[src/rtl/word_scan4_pkg.sv]
// -----------------------------------------------------------------------------
// word_scan4_pkg
// Shared constants, state encoding and a priority-search helper for the
// word_scan4 register bank / snapshot scanner.
// -----------------------------------------------------------------------------
package word_scan4_pkg;

    localparam int WORD_W  = 16;
    localparam int IDX_W   = 2;
    localparam int ENTRIES = 4;

    typedef enum logic {
        ST_IDLE = 1'b0,
        ST_SCAN = 1'b1
    } state_t;

    // Lowest-indexed set bit of nz that lies above base (or at base when incl
    // is set). Result is {found, index}; index is zero when nothing is found.
    function automatic logic [IDX_W:0] next_nonzero(
        input logic [ENTRIES-1:0] nz,
        input logic [IDX_W-1:0]   base,
        input logic               incl
    );
        logic [IDX_W:0] hit;
        hit = '0;
        // Walk downward so the lowest qualifying index is the one left in hit.
        for (int i = ENTRIES - 1; i >= 0; i--) begin
            if (nz[i] && ((i > int'(base)) || (incl && (i == int'(base))))) begin
                hit = {1'b1, IDX_W'(i)};
            end
        end
        return hit;
    endfunction

endpackage

[src/rtl/word_scan4_mux.sv]
// -----------------------------------------------------------------------------
// Mux4Way16
// Four-way, 16-bit combinational word selector.
// Ports:
//   a, b, c, d : data inputs (selected by sel = 0, 1, 2, 3)
//   sel        : select index
//   out        : selected word
// -----------------------------------------------------------------------------
module Mux4Way16
    import word_scan4_pkg::*;
(
    input  logic [WORD_W-1:0] a,
    input  logic [WORD_W-1:0] b,
    input  logic [WORD_W-1:0] c,
    input  logic [WORD_W-1:0] d,
    input  logic [IDX_W-1:0]  sel,
    output logic [WORD_W-1:0] out
);

    always_comb begin
        out = a;
        case (sel)
            2'd0:    out = a;
            2'd1:    out = b;
            2'd2:    out = c;
            2'd3:    out = d;
            default: out = a;
        endcase
    end

endmodule

[src/rtl/word_scan4.sv]
// -----------------------------------------------------------------------------
// word_scan4
// Four-entry 16-bit register bank. A start pulse snapshots the live registers
// into a shadow bank, which is then streamed out one word per valid/ready
// handshake in index order through a Mux4Way16.
//
// Build option: define WORD_SCAN4_SKIP_ZERO_EN to suppress zero-valued
// snapshot entries (priority search, no bubble cycles).
//
// Ports:
//   clk, rst_n        : clock, asynchronous active-low reset
//   load, addr, in    : live register write
//   start             : request snapshot + scan (ignored while scanning)
//   out_ready         : downstream accepts current beat
//   q_a..q_d          : live register contents
//   out_data, out_sel : presented snapshot word and its index
//   out_valid         : a beat is presented
//   out_last          : presented beat is the final one of the scan
//   busy              : scan in progress
//   done              : one-cycle pulse after a scan completes
// -----------------------------------------------------------------------------
module word_scan4
    import word_scan4_pkg::*;
#(
    parameter logic [WORD_W-1:0] RESET_VALUE = 16'h0000
) (
    input  logic              clk,
    input  logic              rst_n,
    input  logic              load,
    input  logic [IDX_W-1:0]  addr,
    input  logic [WORD_W-1:0] in,
    input  logic              start,
    input  logic              out_ready,
    output logic [WORD_W-1:0] q_a,
    output logic [WORD_W-1:0] q_b,
    output logic [WORD_W-1:0] q_c,
    output logic [WORD_W-1:0] q_d,
    output logic [WORD_W-1:0] out_data,
    output logic [IDX_W-1:0]  out_sel,
    output logic              out_valid,
    output logic              out_last,
    output logic              busy,
    output logic              done
);

    state_t            state_reg;
    logic [IDX_W-1:0]  idx_reg;
    logic              done_reg;
    logic              empty_reg;   // scan started with nothing to present

    logic              snap_en;
    logic [IDX_W-1:0]  adv_idx;
    logic [IDX_W-1:0]  start_idx;
    logic              start_empty;

    assign snap_en = (state_reg == ST_IDLE) && start;

    genvar gi;
    generate
        for (gi = 0; gi < ENTRIES; gi++) begin : g_entry
            localparam logic [IDX_W-1:0] ENTRY_IDX = IDX_W'(gi);
            logic              wr_hit;
            logic [WORD_W-1:0] live_reg;
            logic [WORD_W-1:0] shadow_reg;
            logic [WORD_W-1:0] snap_next;

            assign wr_hit = load && (addr == ENTRY_IDX);
            // Same-cycle write is folded into the snapshot (write-through).
            assign snap_next = wr_hit ? in : live_reg;

            always_ff @(posedge clk or negedge rst_n) begin
                if (!rst_n) begin
                    live_reg <= RESET_VALUE;
                end else if (wr_hit) begin
                    live_reg <= in;
                end
            end

            always_ff @(posedge clk or negedge rst_n) begin
                if (!rst_n) begin
                    shadow_reg <= RESET_VALUE;
                end else if (snap_en) begin
                    shadow_reg <= snap_next;
                end
            end
        end
    endgenerate

    assign q_a = g_entry[0].live_reg;
    assign q_b = g_entry[1].live_reg;
    assign q_c = g_entry[2].live_reg;
    assign q_d = g_entry[3].live_reg;

`ifdef WORD_SCAN4_SKIP_ZERO_EN
    logic [ENTRIES-1:0] snap_nz;
    logic [ENTRIES-1:0] shadow_nz;
    logic [IDX_W:0]     first_hit;
    logic [IDX_W:0]     next_hit;

    assign snap_nz   = {|g_entry[3].snap_next, |g_entry[2].snap_next,
                        |g_entry[1].snap_next, |g_entry[0].snap_next};
    assign shadow_nz = {|g_entry[3].shadow_reg, |g_entry[2].shadow_reg,
                        |g_entry[1].shadow_reg, |g_entry[0].shadow_reg};

    // First presentable entry is searched on the incoming snapshot so the
    // first beat lands directly on it; later beats search above idx.
    assign first_hit   = next_nonzero(snap_nz, '0, 1'b1);
    assign next_hit    = next_nonzero(shadow_nz, idx_reg, 1'b0);
    assign start_idx   = first_hit[IDX_W-1:0];
    assign start_empty = !first_hit[IDX_W];
    assign adv_idx     = next_hit[IDX_W-1:0];
    assign out_valid   = (state_reg == ST_SCAN) && !empty_reg;
    assign out_last    = out_valid && !next_hit[IDX_W];
`else
    assign start_idx   = '0;
    assign start_empty = 1'b0;
    assign adv_idx     = idx_reg + 1'b1;
    assign out_valid   = (state_reg == ST_SCAN);
    assign out_last    = out_valid && (idx_reg == IDX_W'(ENTRIES - 1));
`endif

    always_ff @(posedge clk or negedge rst_n) begin
        if (!rst_n) begin
            state_reg <= ST_IDLE;
            idx_reg   <= '0;
            done_reg  <= 1'b0;
            empty_reg <= 1'b0;
        end else begin
            done_reg <= 1'b0;
            case (state_reg)
                ST_IDLE: begin
                    if (start) begin
                        state_reg <= ST_SCAN;
                        idx_reg   <= start_idx;
                        empty_reg <= start_empty;
                    end
                end
                ST_SCAN: begin
                    if (empty_reg) begin
                        // Nothing to present: spend one cycle in SCAN, then finish.
                        state_reg <= ST_IDLE;
                        idx_reg   <= '0;
                        empty_reg <= 1'b0;
                        done_reg  <= 1'b1;
                    end else if (out_ready) begin
                        if (out_last) begin
                            state_reg <= ST_IDLE;
                            idx_reg   <= '0;
                            done_reg  <= 1'b1;
                        end else begin
                            idx_reg <= adv_idx;
                        end
                    end
                end
                default: begin
                    state_reg <= ST_IDLE;
                    idx_reg   <= '0;
                    empty_reg <= 1'b0;
                end
            endcase
        end
    end

    assign out_sel = idx_reg;
    assign busy    = (state_reg == ST_SCAN);
    assign done    = done_reg;

    Mux4Way16 u_mux (
        .a   (g_entry[0].shadow_reg),
        .b   (g_entry[1].shadow_reg),
        .c   (g_entry[2].shadow_reg),
        .d   (g_entry[3].shadow_reg),
        .sel (idx_reg),
        .out (out_data)
    );

endmodule
[config.mk]
export PLATFORM = sky130hd
export DESIGN_NAME = word_scan4
export DESIGN_NICKNAME = d
export VERILOG_FILES = /design/src/rtl/word_scan4_pkg.sv /design/src/rtl/word_scan4_mux.sv /design/src/rtl/word_scan4.sv
export SDC_FILE = /design/constraint.sdc
export NUM_CORES = 1
export LEC_CHECK = 0
export BUFFER_PORTS_ARGS = -buffer_cell sky130_fd_sc_hd__buf_4
export CORE_MARGIN = 5
export CORE_UTILIZATION = 57
export CTS_BUF_LIST = sky130_fd_sc_hd__clkbuf_4 sky130_fd_sc_hd__clkbuf_8
export DETAILED_ROUTE_END_ITERATION = 7
export MAX_ROUTING_LAYER = met4
export PLACE_DENSITY = 0.82
export SETUP_SLACK_MARGIN = 0.15
export SLEW_MARGIN = 20
export SYNTH_ARGS = -nofsm -noshare
export SYNTH_HDL_FRONTEND = slang
export SYNTH_HIERARCHICAL = 1
export SYNTH_SLANG_ARGS = --single-unit
[constraint.sdc]
create_clock -name clk -period 1.6 [get_ports clk]
set_input_delay 0.08 -clock clk [delete_from_list [all_inputs] [get_ports clk]]
set_output_delay 0.08 -clock clk [all_outputs]
set_load 0.02 [all_outputs]
# Word-level counts from Yosys, hierarchy flattened
# Cells that the tools add are included.
# op_classes
shifts	0
n_div	0
reduce_logical	9
n_mux	21
n_lt_le_gt_ge	0
eq_ne	8
addsub	1
bitwise	1
n_mul	0
# op_table
op	count
16-bit 2-to-1 mux	4
16-bit case mux with 4 select lines	1
1-bit 2-to-1 mux	9
2-bit equality test (second input constant)	4
2-bit 2-to-1 mux	4
1-bit logical AND	6
2-bit by 1-bit equality test with 1-bit output (second input constant)	2
2-bit logical NOT	2
1-bit case mux with 2 select lines	2
2-bit case mux with 2 select lines	1
3-bit by 2-bit inequality test with 1-bit output (second input constant)	1
2-bit by 1-bit adder with 2-bit output (second input constant)	1
2-bit inequality test (second input constant)	1
2-bit AND reduction	1
1-bit NOT	1
# word_totals
n_memories	0
register_bits	133
input_bits	23
ramBits	0
mem_bits_ro	0
latchBits	0

# Depth between registers and ports, before layout
# logic_depth
ltp_word	6
mapped_depth	6

# Hierarchy
# Netlist, hierarchy kept.
# modules_own_cells
mod	instances	cells_each	area_per_inst_um2	seq_area_each_um2
word_scan4	1	504	5016.1	3303.2
Mux4Way16	1	20	424.2	0.0

# Least setup slack after synthesis
# No wires, ideal clock.
# synth_timing
path_kind	register to output
startpoint	register idx_reg[0], in the netlist out_sel[0]
endpoint	output port out_data[10]
arrival_time_ns	1.401
path_stages_with_launch	4
required_time_ns	1.520
path_slack_ns	0.119
n_path_buf	2
cell_sequence	dfrtp_1 buf_6 buf_12 mux4_2
# synth_via
elab_chain_len	2
word_cells_on_any_way	5
# synth_lines
item	line	rtl
start, declared	word_scan4.sv:47	logic [IDX_W-1:0] idx_reg;
start signal, assigned	word_scan4.sv:134	idx_reg <= start_idx;
start signal, assigned	word_scan4.sv:151	idx_reg <= adv_idx;
2-bit equality test (tied with other cells)	word_scan4_mux.sv:22	case (sel)
16-bit case mux with 4 select lines (*)	word_scan4_mux.sv:22	
end, declared	word_scan4.sv:38	output logic [WORD_W-1:0] out_data,
# Every way passes the cells marked *; elsewhere a longest branch is shown, timed or not.

# Final worst setup path
# layout_timing
startpoint	register idx_reg[0], in the netlist out_sel[0]
endpoint	output port out_data[15]
# Same word-level chain as after synthesis.

==> results.cfg <==
[timing]
setup_slack_ns = -0.208
final_hold_viol_count = 0
fmax_ghz = 0.553
slew_headroom = 0.425
skew_ns = 0.0114
worst_pin_slew_ns = 0.863
rsz0062_at_grt = true
maxSlewViolCount = 0
setup_violations = 17
fin_crit_sh = 1.13
fin_crit_ns = 1.81

[route]
routed_wl_um = 14800
firstDrtPassIters = 6
ant_nets = 0
post_drt_wl_per_cell_um = 18.6
vias_per_cell = 5.69
route.vias.total = 4548
drtIter0Drc = 323
drcViolationCount = 0

[layout]
drive_above_1_share = 0.289
fin_nets = 683
area_growth_pct = 31.2
largest_reg_flops = 64
n_antenna_cell = 0
regArea_sq_um = 3310
post-route-util = 0.769
fillCellCount = 594
multi_input_area_sq_um = 1940
fin_cells = 800

[logic_synthesis]
yosys.area.top_type_share = 0.607
avgSynthCellArea_sq_um = 10.4
ys.flop_type = dfrtp_1
yosys_warnings = 6
syn_nets = 548
synth_edf_count = 0
async_reset_ff_frac = 1.00
synth_top_area_cell = dfrtp_1
syn_area_sq_um = 5440
seq_area_frac_synth = 0.607
syn_inst = 524
yosys-top-cells-area = dfrtp_1, nand2_1, a31oi_1
yosysUniqueCellTypes = 30
ys_seq_elements = 132

[setup_path]
worst_ep_arrival_time_ns = 1.73
worstSetupStartpointType = flip-flop
crit_path_end_kind = output pin
slowest_stage = mux4_1
crit_required_ns = 1.52
slowest_delay_ns = 0.56
cp_max_fo = 6
crit_path_cell_trace = buf_6 > mux4_1 > buf_4
cp_top_family = multiplexers
worst-path-buf-inv = 2
worstSetupPathType = reg -> out

[place]
dp_hpwl_um = 9630
dp_cells = 748
place_congestion = 0.845
portBuffers = 108
place_ws_ns = 0.172

[grt]
grt.met1_usage = 0.337
gr-total-overflow = 0
grt_max_degree = 81
grt_use_met3 = 0.0492
antenna_found_initial = 0
grt_usage = 0.271
grt_pass1_vias = 4545
grt_pass1_wl_um = 23200
gr-usage-met2 = 0.452
busiest_layer = met2

[job]
drv_cap = 0

[pwr]
p_switching_uw = 4850
clockPowerShare = 0.216
power_density_nw_per_um2 = 1900
p_seq_frac = 0.382
vdd_ir_drop_max_uv = 990
p_leak_uw = 0.00348
p_sw_frac = 0.357
p_comb_frac = 0.402
power.internal_uw = 8720

[die]
core_sq_um = 9280
start_util = 0.586
die_y_um = 108
dieArea_sq_um = 11600
rows = 35
die_w_um = 108
io_pins = 109

[clock_network]
clk_latency_ns = 0.44
path_clk_slew_ns = 0.08
htree_levels = 4
clkSinkCount = 132
cts_tree = built
ctsLongestPathBuffers = 2
cts-buffers-inserted = 17
root_buffer = clkbuf_8

[hold_path]
hold_path.class = in -> async

[outcome]
failed_checks = negative setup slack
outcome = finished with violations
[worst reg2reg max path: stages, from the launching register on]
cell and delay (ns):
dfrtp_2 0.47, nor2b_4 0.28, buf_12 0.27, nor2_1 0.09
a31oi_1 0.19
[cells in the mapped netlist, types with 2 or more instances]
master and instances:
clkbuf_1 7, mux4_2 10, mux4_1 6, buf_6 3
nand3b_1 2, buf_2 15, buf_4 3, dfrtp_1 132
and3b_1 2, and3_1 2, nand2_2 10, a31oi_1 64
nor2_1 66, clkbuf_2 3, nand2_1 184
[logic make-up (layout without fill, tap and decap cells)]
| kind of cell | Yosys count | after routing | synth area share |
|---|---|---|---|
| AOI/OAI and AO/OA | 67 | 67 | 0.0773 |
| muxes | 16 | 16 | 0.0704 |
| xor gates and xnor gates | 1 | 1 | 0.00161 |
| adders and majority gates | 1 | 1 | 0.00230 |
| DFF | 132 | 132 | 0.607 |
| buffers and inverters | 35 | 182 | 0.0396 |
| and+or+nand+nor | 272 | 272 | 0.202 |
[metal layers]
layer / routed length (um) / share of wire
met1: 5920 / 0.40
met4: 342 / 0.023
met2: 7640 / 0.51
met3: 943 / 0.064
met5: 0 / 0
[power groups by stage]
stage / combinational (uW) / clock, uW / sequential [uW]
CTS: 5320 / 2940 / 5150
floorplan: 2910 / 0 / 5360
global route: 5850 / 3090 / 5320
finish: 5460 / 2930 / 5180
global placement: 4890 / 0 / 5130
detailed placement: 5070 / 0 / 5180
[through the flow]
stage | area (sq um) | total power (uW) | setup TNS (ns) | hold slack [ns]
5_1_grt | 7140 | 14300 | -3.44 | 0.118
6_report | 7140 | 13600 | -2.73 | 0.101
4_1_cts | 7080 | 13400 | -3.15 | 0.0916
2_1_floorplan | 5440 | 8260 | 0 | -0.216
3_3_place_gp | 6440 | 10000 | 0 | 0.0113
3_5_place_dp | 6440 | 10200 | 0 | 0.0115
[cell usage in the layout, fill, tap and decap left out, types with 3 or more instances in the layout]
master	n
nor2_1	65
buf_6	12
clkinvlp_4	5
clkbuf_8	19
buf_4	112
a31oi_1	64
dfrtp_1	130
bufinv_16	3
buf_12	6
dlygate4sd3_1	19
nand2_2	10
nand2_1	184
mux4_2	14
[layout make-up]
type                            instances  share of cell area
Inverter                                1            0.000526
Multi-Input combinational cell        357               0.272
Tap cell                              129              0.0226
Timing Repair Buffer                  150               0.184
Clock inverter                         12              0.0217
Sequential cell                       132               0.463
Clock buffer                           19              0.0366
[final timing paths]
| check | start | end | slack (ns) | depth (start not counted) |
|---|---|---|---|---|
| setup / recovery | out_sel[0]$_DFFE_PN0P_ | out_data[15] | -0.21 | 3 |
| hold / removal | rst_n | q_d[3]$_DFF_PN0_ | 0.10 | 2 |
| setup reg to reg | busy$_DFF_PN0_ | g_entry[0].shadow_reg[3]$_DFFE_PN0P_ | 0.21 | 4 |
| hold reg to reg | q_b[2]$_DFF_PN0_ | q_b[2]$_DFF_PN0_ | 0.50 | 2 |
| max in group asynchronous | rst_n | q_d[10]$_DFF_PN0_ | 0.89 | 3 |
| min in group clk | addr[0] | q_a[3]$_DFF_PN0_ | 0.14 | 5 |
[repair_timing]
item	in CTS	in global routing
gates resized for setup	11	11
hold buffers	19	0
buffers inserted	1	0
cloned	0	1
setup endpoints to repair	17	35
hold endpoints to repair	263	0
(Power assumes the default switching activity.)
